<file path="config.mk">
export PLATFORM = sky130hd
export DESIGN_NAME = rgb_pwm_ctrl_flat
export DESIGN_NICKNAME = d
export VERILOG_FILES = /design/src/rtl/rgb_pwm_pkg.sv /design/src/rtl/rgb_pwm_ctrl_if.sv /design/src/rtl/rgb_pwm_chan.sv /design/src/rtl/rgb_pwm_ctrl.sv /design/src/flat_wrapper.sv
export SDC_FILE = /design/constraint.sdc
export NUM_CORES = 1
export LEC_CHECK = 0
export CAP_MARGIN = 20
export CORE_ASPECT_RATIO = 0.5
export CORE_MARGIN = 5
export CORE_UTILIZATION = 50
export CTS_BUF_LIST = sky130_fd_sc_hd__clkbuf_4
export CTS_CLUSTER_SIZE = 12
export DETAILED_ROUTE_END_ITERATION = 6
export GPL_TIMING_DRIVEN = 1
export PLACE_DENSITY = 0.72
export RECOVER_POWER = 25
export SKIP_LAST_GASP = 1
export SYNTH_ARGS = -nofsm -noshare
export SYNTH_HDL_FRONTEND = slang
export SYNTH_SLANG_ARGS = --single-unit
</file>
<file path="constraint.sdc">
create_clock -name clk -period 3.4 [get_ports clk]
set_input_delay 0.51 -clock clk [delete_from_list [all_inputs] [get_ports clk]]
set_output_delay 0.51 -clock clk [all_outputs]
set_load 0.02 [all_outputs]
</file>
<file path="src/rtl/rgb_pwm_pkg.sv">
// Shared types and helpers for the RGB LED PWM controller.
// Holds the driver-sequencing state encoding and the channel-index width rule.
package rgb_pwm_pkg;

    typedef enum logic [1:0] {
        ST_OFF,
        ST_SETTLE,
        ST_ON,
        ST_DRAIN
    } state_t;

    // Channel index needs at least one bit even for a single channel
    function automatic int ch_width(input int nch);
        return (nch > 1) ? $clog2(nch) : 1;
    endfunction

endpackage

</file>
<file path="src/rtl/rgb_pwm_ctrl_if.sv">
// Configuration write channel of the RGB LED PWM controller.
// The master issues duty/fade writes and the slave accepts them with cfg_ready.
interface rgb_pwm_ctrl_if #(
    parameter int NCH   = 3,
    parameter int PWM_W = 8
) ();
    localparam int CH_W = rgb_pwm_pkg::ch_width(NCH);

    logic             cfg_valid;
    logic             cfg_ready;
    logic [CH_W-1:0]  cfg_ch;
    logic [PWM_W-1:0] cfg_duty;
    logic             cfg_fade;

    modport master (
        output cfg_valid, cfg_ch, cfg_duty, cfg_fade,
        input  cfg_ready
    );

    modport slave (
        input  cfg_valid, cfg_ch, cfg_duty, cfg_fade,
        output cfg_ready
    );
endinterface

</file>
<file path="src/rtl/rgb_pwm_chan.sv">
// One PWM channel: target/current duty, jump-or-fade stepping at period
// boundaries and the registered compare that drives the LED pin.
module rgb_pwm_chan #(
    parameter int PWM_W = 8
) (
    input  logic             clk,
    input  logic             resetn,
    input  logic             run,
    input  logic [PWM_W-1:0] cnt,
    input  logic             period_end,
    input  logic             wr,
    input  logic [PWM_W-1:0] duty_in,
    input  logic             fade_in,
    output logic             pwm,
    output logic             busy
);
    logic [PWM_W-1:0] duty_tgt_reg;
    logic [PWM_W-1:0] duty_cur_reg;
    logic [PWM_W-1:0] duty_cur_next;
    logic             fade_reg;
    logic             pwm_reg;

    always_comb begin
        duty_cur_next = duty_cur_reg;
        if (!fade_reg) begin
            duty_cur_next = duty_tgt_reg;
        end else if (duty_cur_reg < duty_tgt_reg) begin
            duty_cur_next = duty_cur_reg + 1'b1;
        end else if (duty_cur_reg > duty_tgt_reg) begin
            duty_cur_next = duty_cur_reg - 1'b1;
        end
    end

    // duty_cur only moves on period_end so a period never sees two duties
    always_ff @(posedge clk or negedge resetn) begin
        if (!resetn) begin
            duty_tgt_reg <= '0;
            duty_cur_reg <= '0;
            fade_reg     <= 1'b0;
            pwm_reg      <= 1'b0;
        end else begin
            if (wr) begin
                duty_tgt_reg <= duty_in;
                fade_reg     <= fade_in;
            end
            if (period_end) begin
                duty_cur_reg <= duty_cur_next;
            end
            pwm_reg <= run && (cnt < duty_cur_reg);
        end
    end

    assign pwm  = pwm_reg;
    assign busy = (duty_cur_reg != duty_tgt_reg);

endmodule

</file>
<file path="src/rtl/rgb_pwm_ctrl.sv">
// Multi-channel PWM LED controller for the SB_RGBA_DRV path: timebase,
// driver enable sequencing (CURREN, settle, RGBLEDEN, drain) and config decode.
module rgb_pwm_ctrl
    import rgb_pwm_pkg::*;
#(
    parameter int NCH        = 3,
    parameter int PWM_W      = 8,
    parameter int PRESCALE   = 4,
    parameter int SETTLE_CYC = 16
) (
    input  logic             clk,
    input  logic             resetn,
    input  logic             enable,
    rgb_pwm_ctrl_if.slave    cfg,
    output logic             curren,
    output logic             rgbleden,
    output logic [NCH-1:0]   pwm,
    output logic [NCH-1:0]   busy,
    output logic             period_end
);
    localparam int CH_W = ch_width(NCH);
    localparam int PS_W = (PRESCALE > 1) ? $clog2(PRESCALE) : 1;
    localparam int SC_W = (SETTLE_CYC > 1) ? $clog2(SETTLE_CYC) : 1;

    state_t           state_reg, state_next;
    logic [SC_W-1:0]  settle_reg, settle_next;
    logic [PS_W-1:0]  presc_reg;
    logic [PWM_W-1:0] cnt_reg;
    logic             curren_reg, rgbleden_reg;
    logic             run, tick, wr;

    assign run        = (state_reg == ST_ON) || (state_reg == ST_DRAIN);
    assign tick       = run && (presc_reg == PS_W'(PRESCALE - 1));
    assign period_end = tick && (cnt_reg == {PWM_W{1'b1}});

    assign cfg.cfg_ready = resetn;
    assign wr            = cfg.cfg_valid && cfg.cfg_ready;

    always_comb begin
        state_next  = state_reg;
        settle_next = settle_reg;
        case (state_reg)
            ST_OFF: begin
                if (enable) begin
                    state_next  = ST_SETTLE;
                    settle_next = SC_W'(SETTLE_CYC - 1);
                end
            end
            ST_SETTLE: begin
                if (!enable) begin
                    state_next = ST_OFF;
                end else if (settle_reg == '0) begin
                    state_next = ST_ON;
                end else begin
                    settle_next = settle_reg - 1'b1;
                end
            end
            ST_ON: begin
                if (!enable) begin
                    state_next = ST_DRAIN;
                end
            end
            ST_DRAIN: begin
                // A re-enable wins over the period boundary so the LED keeps running
                if (enable) begin
                    state_next = ST_ON;
                end else if (period_end) begin
                    state_next = ST_OFF;
                end
            end
            default: state_next = ST_OFF;
        endcase
    end

    always_ff @(posedge clk or negedge resetn) begin
        if (!resetn) begin
            state_reg    <= ST_OFF;
            settle_reg   <= '0;
            presc_reg    <= '0;
            cnt_reg      <= '0;
            curren_reg   <= 1'b0;
            rgbleden_reg <= 1'b0;
        end else begin
            state_reg    <= state_next;
            settle_reg   <= settle_next;
            curren_reg   <= (state_next != ST_OFF);
            rgbleden_reg <= (state_next == ST_ON) || (state_next == ST_DRAIN);
            if (!run || tick) begin
                presc_reg <= '0;
            end else begin
                presc_reg <= presc_reg + 1'b1;
            end
            if (!run) begin
                cnt_reg <= '0;
            end else if (tick) begin
                cnt_reg <= cnt_reg + 1'b1;
            end
        end
    end

    assign curren   = curren_reg;
    assign rgbleden = rgbleden_reg;

    for (genvar gi = 0; gi < NCH; gi++) begin : g_chan
        rgb_pwm_chan #(
            .PWM_W (PWM_W)
        ) u_chan (
            .clk        (clk),
            .resetn     (resetn),
            .run        (run),
            .cnt        (cnt_reg),
            .period_end (period_end),
            .wr         (wr && (cfg.cfg_ch == CH_W'(gi))),
            .duty_in    (cfg.cfg_duty),
            .fade_in    (cfg.cfg_fade),
            .pwm        (pwm[gi]),
            .busy       (busy[gi])
        );
    end

endmodule

</file>
<file path="src/flat_wrapper.sv">
// flat-port wrapper written by rule: the top's interface ports become plain ports
module rgb_pwm_ctrl_flat import rgb_pwm_pkg::*;
#(
    parameter int NCH        = 3,
    parameter int PWM_W      = 8,
    parameter int PRESCALE   = 4,
    parameter int SETTLE_CYC = 16
)
  (clk, resetn, enable, curren, rgbleden, pwm, busy, period_end, cfg_cfg_valid, cfg_cfg_ch, cfg_cfg_duty, cfg_cfg_fade, cfg_cfg_ready);
  rgb_pwm_ctrl_if #(.NCH(NCH), .PWM_W(PWM_W)) cfg_i ();
  input  logic clk;
  input  logic resetn;
  input  logic enable;
  output logic curren;
  output logic rgbleden;
  output logic [NCH-1:0] pwm;
  output logic [NCH-1:0] busy;
  output logic period_end;
  input wire logic [$bits(cfg_i.cfg_valid)-1:0] cfg_cfg_valid;
  input wire logic [$bits(cfg_i.cfg_ch)-1:0] cfg_cfg_ch;
  input wire logic [$bits(cfg_i.cfg_duty)-1:0] cfg_cfg_duty;
  input wire logic [$bits(cfg_i.cfg_fade)-1:0] cfg_cfg_fade;
  output wire logic [$bits(cfg_i.cfg_ready)-1:0] cfg_cfg_ready;
  assign cfg_i.cfg_valid = cfg_cfg_valid;
  assign cfg_i.cfg_ch = cfg_cfg_ch;
  assign cfg_i.cfg_duty = cfg_cfg_duty;
  assign cfg_i.cfg_fade = cfg_cfg_fade;
  assign cfg_cfg_ready = cfg_i.cfg_ready;
  rgb_pwm_ctrl #(.NCH(NCH), .PWM_W(PWM_W), .PRESCALE(PRESCALE), .SETTLE_CYC(SETTLE_CYC)) u_core (.clk(clk), .resetn(resetn), .enable(enable), .cfg(cfg_i), .curren(curren), .rgbleden(rgbleden), .pwm(pwm), .busy(busy), .period_end(period_end));
endmodule
</file>
==> impl_results.md, run 1 <==
- WP data required: 3.73 ns
- Post-route ant nets: 0
- CTS Buf Count: 9
- Worst VDD drop: 0.160 mV
- TNS Setup: 0 ns
- Power density over the cells: 356 mW/mm2
- CP dominant cell by count: a21oi_1
- Worst-path cell chain: ha_1 > and4b_1 > a211o_1 > a21oi_1 > inv_1 > ha_1 > a21oi_1 > o211ai_1 > o41ai_2 > xnor2_1 > a21oi_1 > o22a_1
- 1st-iter DRT viols: 193
- Antenna fix cells: 0
- Net Count, Synth: 620
- TritonCTS sink count: 72
- Clock tree buffer depth: 2
- Slew @ Worst Pin: 2.06 ns
- Die W: 153 um
- Slowest Stage Delay on Critical Path: 0.48 ns
- Xor and xnor area share after synthesis: 0.0342
- GP Congestion: 0.834
- Crit Path Class: reg2reg
- Max Cap Viol: 2
- IO buf count: 24
- Syn Inst Count: 533
- Setup WS post-layout: 0.214 ns
- Vias: 3839
- Synth-to-layout area growth: 10.8%
- Total wire length: 11.0 mm
- Worst Path Buf+Inv: 1
- Global route total overflow: 0
- Syn avg cell area: 9.61 um2
- Crit start category: flip-flop
- Hold Slack: 0.450 ns
- # IOs: 25
- DIE HEIGHT: 81.6 um
- DRT Pass-1 Iters: 4
- Largest net degree at the start of global routing: 39
- Clock period minus worst slack: 3.19 ns
- Synth Register Bits: 72
- Min-Delay Path Class: reg2reg
- Critical path's slowest cell: dfrtp_1
- Delay-heaviest family, CP: compound AO/OA/AOI/OAI gates
- DPL Wire Length: 8.45 mm
- Outcome: finished, violations left
- Leakage: 2.77 nW
- Die area: 0.0125 mm2
- Post-synthesis sequential area ratio: 0.352
- Max Clock Freq: 314 MHz
- Layout Nets: 647
- Complex-gate fraction of the synthesized area: 0.153
- Adder-Cell Fraction of Synth Area: 0.180
- CTS tree: yes
- WP data arrival: 3.52 ns
- Layout cell share with drive strength beyond 1: 0.108
- First-pass GRT wire length: 18.9 mm
- Postcts setup bufs: 0
- Max Fanout on Critical Path: 8
- Post-synth EDFFs: 0
- Fin util: 0.561
- Final hold violations: 0
- Clock Latency Late Sink: 0.44 ns
- Post-synthesis simple-gate area fraction: 0.139
- Wire per inst: 15.5 um
- Core box area: 0.0101 mm2
- H-tree Lvls: 3
- Largest family of logic cells by synthesized area: adder cells
- Vias in the first global route: 3799
- Mux contribution to synthesized area: 0.0772
- Clk root buf: clkbuf_4
- Crit end category: flip-flop
- Main synth FF type: dfrtp_1
- Failing checks: max-capacitance violations, max-slew violations
- Clock Skews: 0.0142 ns
- Initial antenna violation count: 0
- Final setup fails: 0
- DRC viols: 0
- Final period util: 0.937
- Yosys cell types: 60
- Max-slew violation count: 74
- RSZ-0062 raised after global routing: no
- Ys Warns: 0
- Vias per cell: 5.45
- Starting density of the core: 0.506
- Clock-pin slew on the worst setup and hold paths: 0.13 ns
- Setup slack at placement: 0.198 ns
- Std cell rows: 26
- Slew Limit Headroom: -0.373
- # fillers: 893
- Cell Area, Synth: 0.00512 mm2
- Gr usage total: 0.190
- Async SR Flop Fraction: 1.00
kinds of logic (layout without fill, tap and decap cells):
| logic type | Yosys count | count (layout) |
|---|---|---|
| buffers and inverters | 77 | 109 |
| xor gates and xnor gates | 20 | 20 |
| muxes | 37 | 37 |
| adders and majority gates | 72 | 72 |
| DFF | 72 | 72 |
| AOI/OAI and AO/OA | 121 | 121 |
| and+or+nand+nor | 134 | 134 |
worst register-to-register path, delay by kind of cell (launching register included):
kind                     cells  cell delay (ns)
buffers and inverters        1             0.20
AND/OR/NAND/NOR              1             0.19
flip-flops                   1             0.48
adder cells (fa/ha/maj)      2             0.63
AO/OA/AOI/OAI                7             1.39
XOR/XNOR                     1             0.19
metal layers:
layer / global-route usage / share of wire / vias up
met2: 0.318 / 0.45 / 56
met1: 0.257 / 0.51 / 1839
met4: 0.0427 / 0.013 / 0
met5: 0 / 0 / -
li1: - / - / 1928
met3: 0.0411 / 0.029 / 16
synth_stat cells (4+ instances only):
cell type / count / area share
xor2_1: 5 / 0.0085
a21o_1: 16 / 0.023
nor2_1: 21 / 0.015
a21oi_2: 4 / 0.0068
nor2b_1: 8 / 0.0098
nand4_1: 4 / 0.0049
ha_1: 69 / 0.17
o22a_1: 4 / 0.0068
buf_4: 7 / 0.010
and2_1: 5 / 0.0061
a31oi_1: 5 / 0.0061
nand2_1: 47 / 0.034
clkbuf_1: 7 / 0.0051
o211ai_1: 5 / 0.0073
mux2_2: 20 / 0.044
nand3_1: 9 / 0.0088
dfrtp_1: 72 / 0.35
nand2b_1: 4 / 0.0049
nor3_1: 8 / 0.0078
o21ai_0: 33 / 0.032
inv_1: 58 / 0.042
mux2i_1: 17 / 0.033
a21oi_1: 27 / 0.026
o21bai_1: 4 / 0.0059
nand3b_1: 8 / 0.012
xnor2_1: 15 / 0.026
worst paths after layout:
| path | from | end | slack [ns] | depth (start not counted) |
|---|---|---|---|---|
| min in group asynchronous | resetn | u_core.g_chan[2].u_chan.duty_cur_reg[6] | 0.97 | 2 |
| worst max-delay path | u_core.g_chan[2].u_chan.duty_cur_reg[1] | u_core.g_chan[2].u_chan.duty_cur_reg[7] | 0.21 | 12 |
| worst max register to register | u_core.g_chan[2].u_chan.duty_cur_reg[1] | u_core.g_chan[2].u_chan.duty_cur_reg[7] | 0.21 | 12 |
| max in group asynchronous | resetn | u_core.cnt_reg[1] | 1.18 | 2 |
| worst min-delay path | u_core.presc_reg[0] | u_core.presc_reg[0] | 0.45 | 1 |
| worst min register to register | u_core.presc_reg[0] | u_core.presc_reg[0] | 0.45 | 1 |
cell type report:
class                           count  area [um2]  share of cell area
Inverter                           58         218              0.0384
Tap cell                          140         175              0.0309
Sequential cell                    72        1800               0.317
Multi-Input combinational cell    384        3010               0.531
Clock inverter                      7        93.8              0.0165
Timing Repair Buffer               35         309              0.0544
Clock buffer                        9        67.6              0.0119
layout by cell type (no fill, tap or decap), types with 5 or more instances in the layout:
cell             instances
a31oi_1                  5
o211ai_1                 5
nor3_1                   8
and2_1                   5
xnor2_1                 15
mux2_2                  20
clkdlybuf4s50_1         23
a21o_1                  16
nand3_1                  9
mux2i_1                 17
xor2_1                   5
dfrtp_1                 72
inv_1                   58
buf_4                    9
nor2b_1                  8
nand3b_1                 8
o21ai_0                 33
nand2_1                 47
clkbuf_4                 9
ha_1                    69
nor2_1                  21
a21oi_1                 27
per-stage QoR:
step / cell area [um2] / std cells / power [mW]
2_1_floorplan: 5120 / 533 / 1.28
3_3_place_gp: 5500 / 689 / 1.39
3_5_place_dp: 5500 / 689 / 1.40
4_1_cts: 5670 / 705 / 2.04
5_1_grt: 5680 / 705 / 2.15
6_report: 5680 / 705 / 2.02
what timing repair did:
action | 4_1_cts | 5_1_grt
hold buffers | 0 | 0
endpoints found under the setup margin | 0 | 3
endpoints found under the hold margin | 0 | 0
resized for setup | 0 | 3
report_power, final:
| part | switching, mW | internal (mW) |
|---|---|---|
| logic | 0.172 | 0.177 |
| registers | 0.102 | 0.934 |
| clock network | 0.338 | 0.299 |
| total | 0.612 | 1.41 |
(Power assumes the default switching activity.)
==> inputs of run 2 (changes only) <==
--- a/config.mk
+++ b/config.mk
@@ -6,14 +6,16 @@
 export NUM_CORES = 1
 export LEC_CHECK = 0
 export CAP_MARGIN = 20
+export CELL_PAD_IN_SITES_DETAIL_PLACEMENT = 2
+export CELL_PAD_IN_SITES_GLOBAL_PLACEMENT = 2
 export CORE_ASPECT_RATIO = 0.5
 export CORE_MARGIN = 5
-export CORE_UTILIZATION = 50
+export CORE_UTILIZATION = 41
 export CTS_BUF_LIST = sky130_fd_sc_hd__clkbuf_4
 export CTS_CLUSTER_SIZE = 12
 export DETAILED_ROUTE_END_ITERATION = 6
 export GPL_TIMING_DRIVEN = 1
-export PLACE_DENSITY = 0.72
+export PLACE_DENSITY = 0.87
 export RECOVER_POWER = 25
 export SKIP_LAST_GASP = 1
 export SYNTH_ARGS = -nofsm -noshare
==> run 2 against run 1 <==
The run ends with negative setup slack left. Critical path depth is 1 higher. Clock power is 4.1% higher. Die area is 20% higher. Setup slack worse by 0.46 ns. Cell count is 5.4% higher. Maximum frequency is 13% lower. Global-route usage is 6.6 points higher. Via count is 18% higher. Register-to-register slack worse by 0.46 ns. Power is 8.8% higher. Clock skew is 0.013 ns higher. Critical endpoint unchanged. Largest cell class unchanged. Highest routed layer unchanged.
==> impl_results.md, run 2 (synthesized netlist as in run 1, its figures left out) <==
- Power density over the cells: 377 mW/mm2
- Slew @ Worst Pin: 1.42 ns
- DPL Wire Length: 12.1 mm
- Synth-to-layout area growth: 13.8%
- Wire per inst: 28.4 um
- Hold wc startpoint: u_core.presc_reg[0]
- Area taken by flip-flops and latches: 0.00181 mm2
- Switch Pwr: 0.768 mW
- FF-to-FF Start: u_core.g_chan[2].u_chan.duty_tgt_reg[2]
- Min-Delay Path Class: reg2reg
- Final period util: 1.07
- # IOs: 25
- Pwr Total: 2.20 mW
- Commonest non-fill, non-tap cell in the layout: dfrtp_1
- Commonest non-fill, non-tap cells in the layout: dfrtp_1 (69), ha_1 (66), inv_1 (57)
- Crit Path Class: reg2reg
- Layout cell share with drive strength beyond 1: 0.151
- CTS tree: yes
- Final hold violations: 0
- Final setup fails: 3
- Sw Share: 0.349
- Die area: 0.0150 mm2
- Clock Skews: 0.0274 ns
- Comb pwr share: 0.223
- DIE HEIGHT: 89.0 um
- 1st-iter DRT viols: 338
- Crit end category: flip-flop
- Max Cap Viol: 0
- First-pass GRT wire length: 29.1 mm
- GP Congestion: 0.792
- Reg2Reg Setup Slack: -0.25 ns
- H-tree Lvls: 3
- Gr usage total: 0.256
- Max Clock Freq: 274 MHz
- Post-route ant nets: 0
- Setup slack at placement: 0.0102 ns
- TritonCTS sink count: 72
- Core box area: 0.0120 mm2
- Outcome: finished, violations left
- RSZ-0062 raised after global routing: yes
- Clock-pin slew on the worst setup and hold paths: 0.16 ns
- Max-slew violation count: 0
- Die W: 168 um
- Clk pwr share: 0.301
- Internal power: 1.43 mW
- DRC viols: 0
- Vias in the first global route: 4876
- Vias: 4526
- Crit path launch: u_core.g_chan[2].u_chan.duty_tgt_reg[2]
- WP data required: 3.74 ns
- # fillers: 1243
- IO buf count: 24
- Total wire length: 21.1 mm
- Clock Latency Late Sink: 0.47 ns
- Max Fanout on Critical Path: 8
- Clk root buf: clkbuf_4
- Leakage: 2.80 nW
- Failing checks: negative setup slack
- Crit start category: flip-flop
- CTS Buf Count: 9
- Multi-input logic area: 0.00303 mm2
- Setup WS post-layout: -0.248 ns
- Worst VDD drop: 0.203 mV
- WP data arrival: 3.99 ns
- Clock tree buffer depth: 2
- Initial antenna violation count: 1
- Std cell rows: 28
- Slew Limit Headroom: 0.0540
- Largest net degree at the start of global routing: 53
- DRT Pass-1 Iters: 7
- Sequential power share: 0.475
- Clock period minus worst slack: 3.65 ns
- Global route total overflow: 0
- Starting density of the core: 0.426
- Layout Nets: 660
- Vias per cell: 6.09
[run 2: cell count changes in the layout (fill, tap and decap cells not counted), moves of 2 or more]
cell and delta:
a21oi_1 -4, a21oi_2 +4, and2_0 +3, and2_1 -3, buf_4 +14, clkbuf_1 -3
dfrtp_1 -3, dfrtp_2 +3, ha_1 -3, ha_2 +3, inv_6 -2
[run 2: worst paths after layout]
path                                                                 to  cells after the start
worst max-delay path            u_core.g_chan[2].u_chan.duty_cur_reg[7]                     13
worst min-delay path                                u_core.presc_reg[0]                      1
worst max register to register  u_core.g_chan[2].u_chan.duty_cur_reg[7]                     13
worst min register to register                      u_core.presc_reg[0]                      1
max in group asynchronous       u_core.g_chan[2].u_chan.duty_cur_reg[1]                      3
min in group asynchronous       u_core.g_chan[1].u_chan.duty_tgt_reg[0]                      2
[run 2: area by class of cell]
| cell class | count | share of cell area |
|---|---|---|
| Clock buffer | 9 | 0.0116 |
| Tap cell | 165 | 0.0354 |
| Timing Repair Buffer | 48 | 0.0716 |
| Inverter | 58 | 0.0378 |
| Sequential cell | 72 | 0.310 |
| Antenna cell | 1 | 0.000429 |
| Multi-Input combinational cell | 384 | 0.519 |
| Clock inverter | 6 | 0.0146 |
[run 2: power by group through the flow]
stage / combinational, mW / sequential, mW / clock [mW]
after floorplan: 0.294 / 0.989 / 0
after global routing: 0.522 / 1.05 / 0.714
after detailed placement: 0.402 / 1.05 / 0
final: 0.492 / 1.05 / 0.664
after global placement: 0.366 / 1.04 / 0
after CTS: 0.432 / 1.04 / 0.652
[run 2: repair_timing]
action,CTS,global route
setup buffers,0,11
cloned,0,0
endpoints found under the setup margin,2,7
pin swaps,0,6
hold buffers,1,0
gates resized for setup,3,15
hold endpoints to repair,20,0
[run 2: per-layer routing]
metal  track usage  vias to the layer above  part of all wire
met5             0                        -                 0
li1              -                     1944                 -
met3        0.0490                       80             0.050
met1         0.309                     2321              0.41
met4        0.0935                        0             0.045
met2         0.466                      181              0.50
[run 2: worst max-delay path, cell delays in order (launching register included)]
cell and delay, ns:
dfrtp_1 0.40, inv_1 0.08, ha_1 0.35, a21o_1 0.22
a211o_1 0.35, a21oi_2 0.23, inv_4 0.11, ha_1 0.32
a21oi_2 0.18, o211ai_1 0.15, o41ai_2 0.45, xnor2_1 0.25
a21oi_1 0.17, o22a_1 0.26
[run 2: per-stage QoR]
step                utilization  setup TNS [ns]  instance area, um2  hold slack (ns)  cells
global placement          0.461               0                5540            0.429    715
CTS                       0.476         -0.0586                5720            0.469    731
floorplan                     -               0                5120            0.214    533
finish                    0.485          -0.339                5830            0.462    743
global route              0.485          -0.691                5830            0.477    743
detailed placement        0.461               0                5540            0.436    715
==> inputs of run 3 (changes only) <==
--- a/config.mk
+++ b/config.mk
@@ -12,6 +12,7 @@
 export CORE_MARGIN = 5
 export CORE_UTILIZATION = 41
 export CTS_BUF_LIST = sky130_fd_sc_hd__clkbuf_4
+export CTS_CLUSTER_DIAMETER = 80
 export CTS_CLUSTER_SIZE = 12
 export DETAILED_ROUTE_END_ITERATION = 6
 export GPL_TIMING_DRIVEN = 1
==> results of run 3 <==
No change in the layout: final DEF, timing and power equal those of run 2.
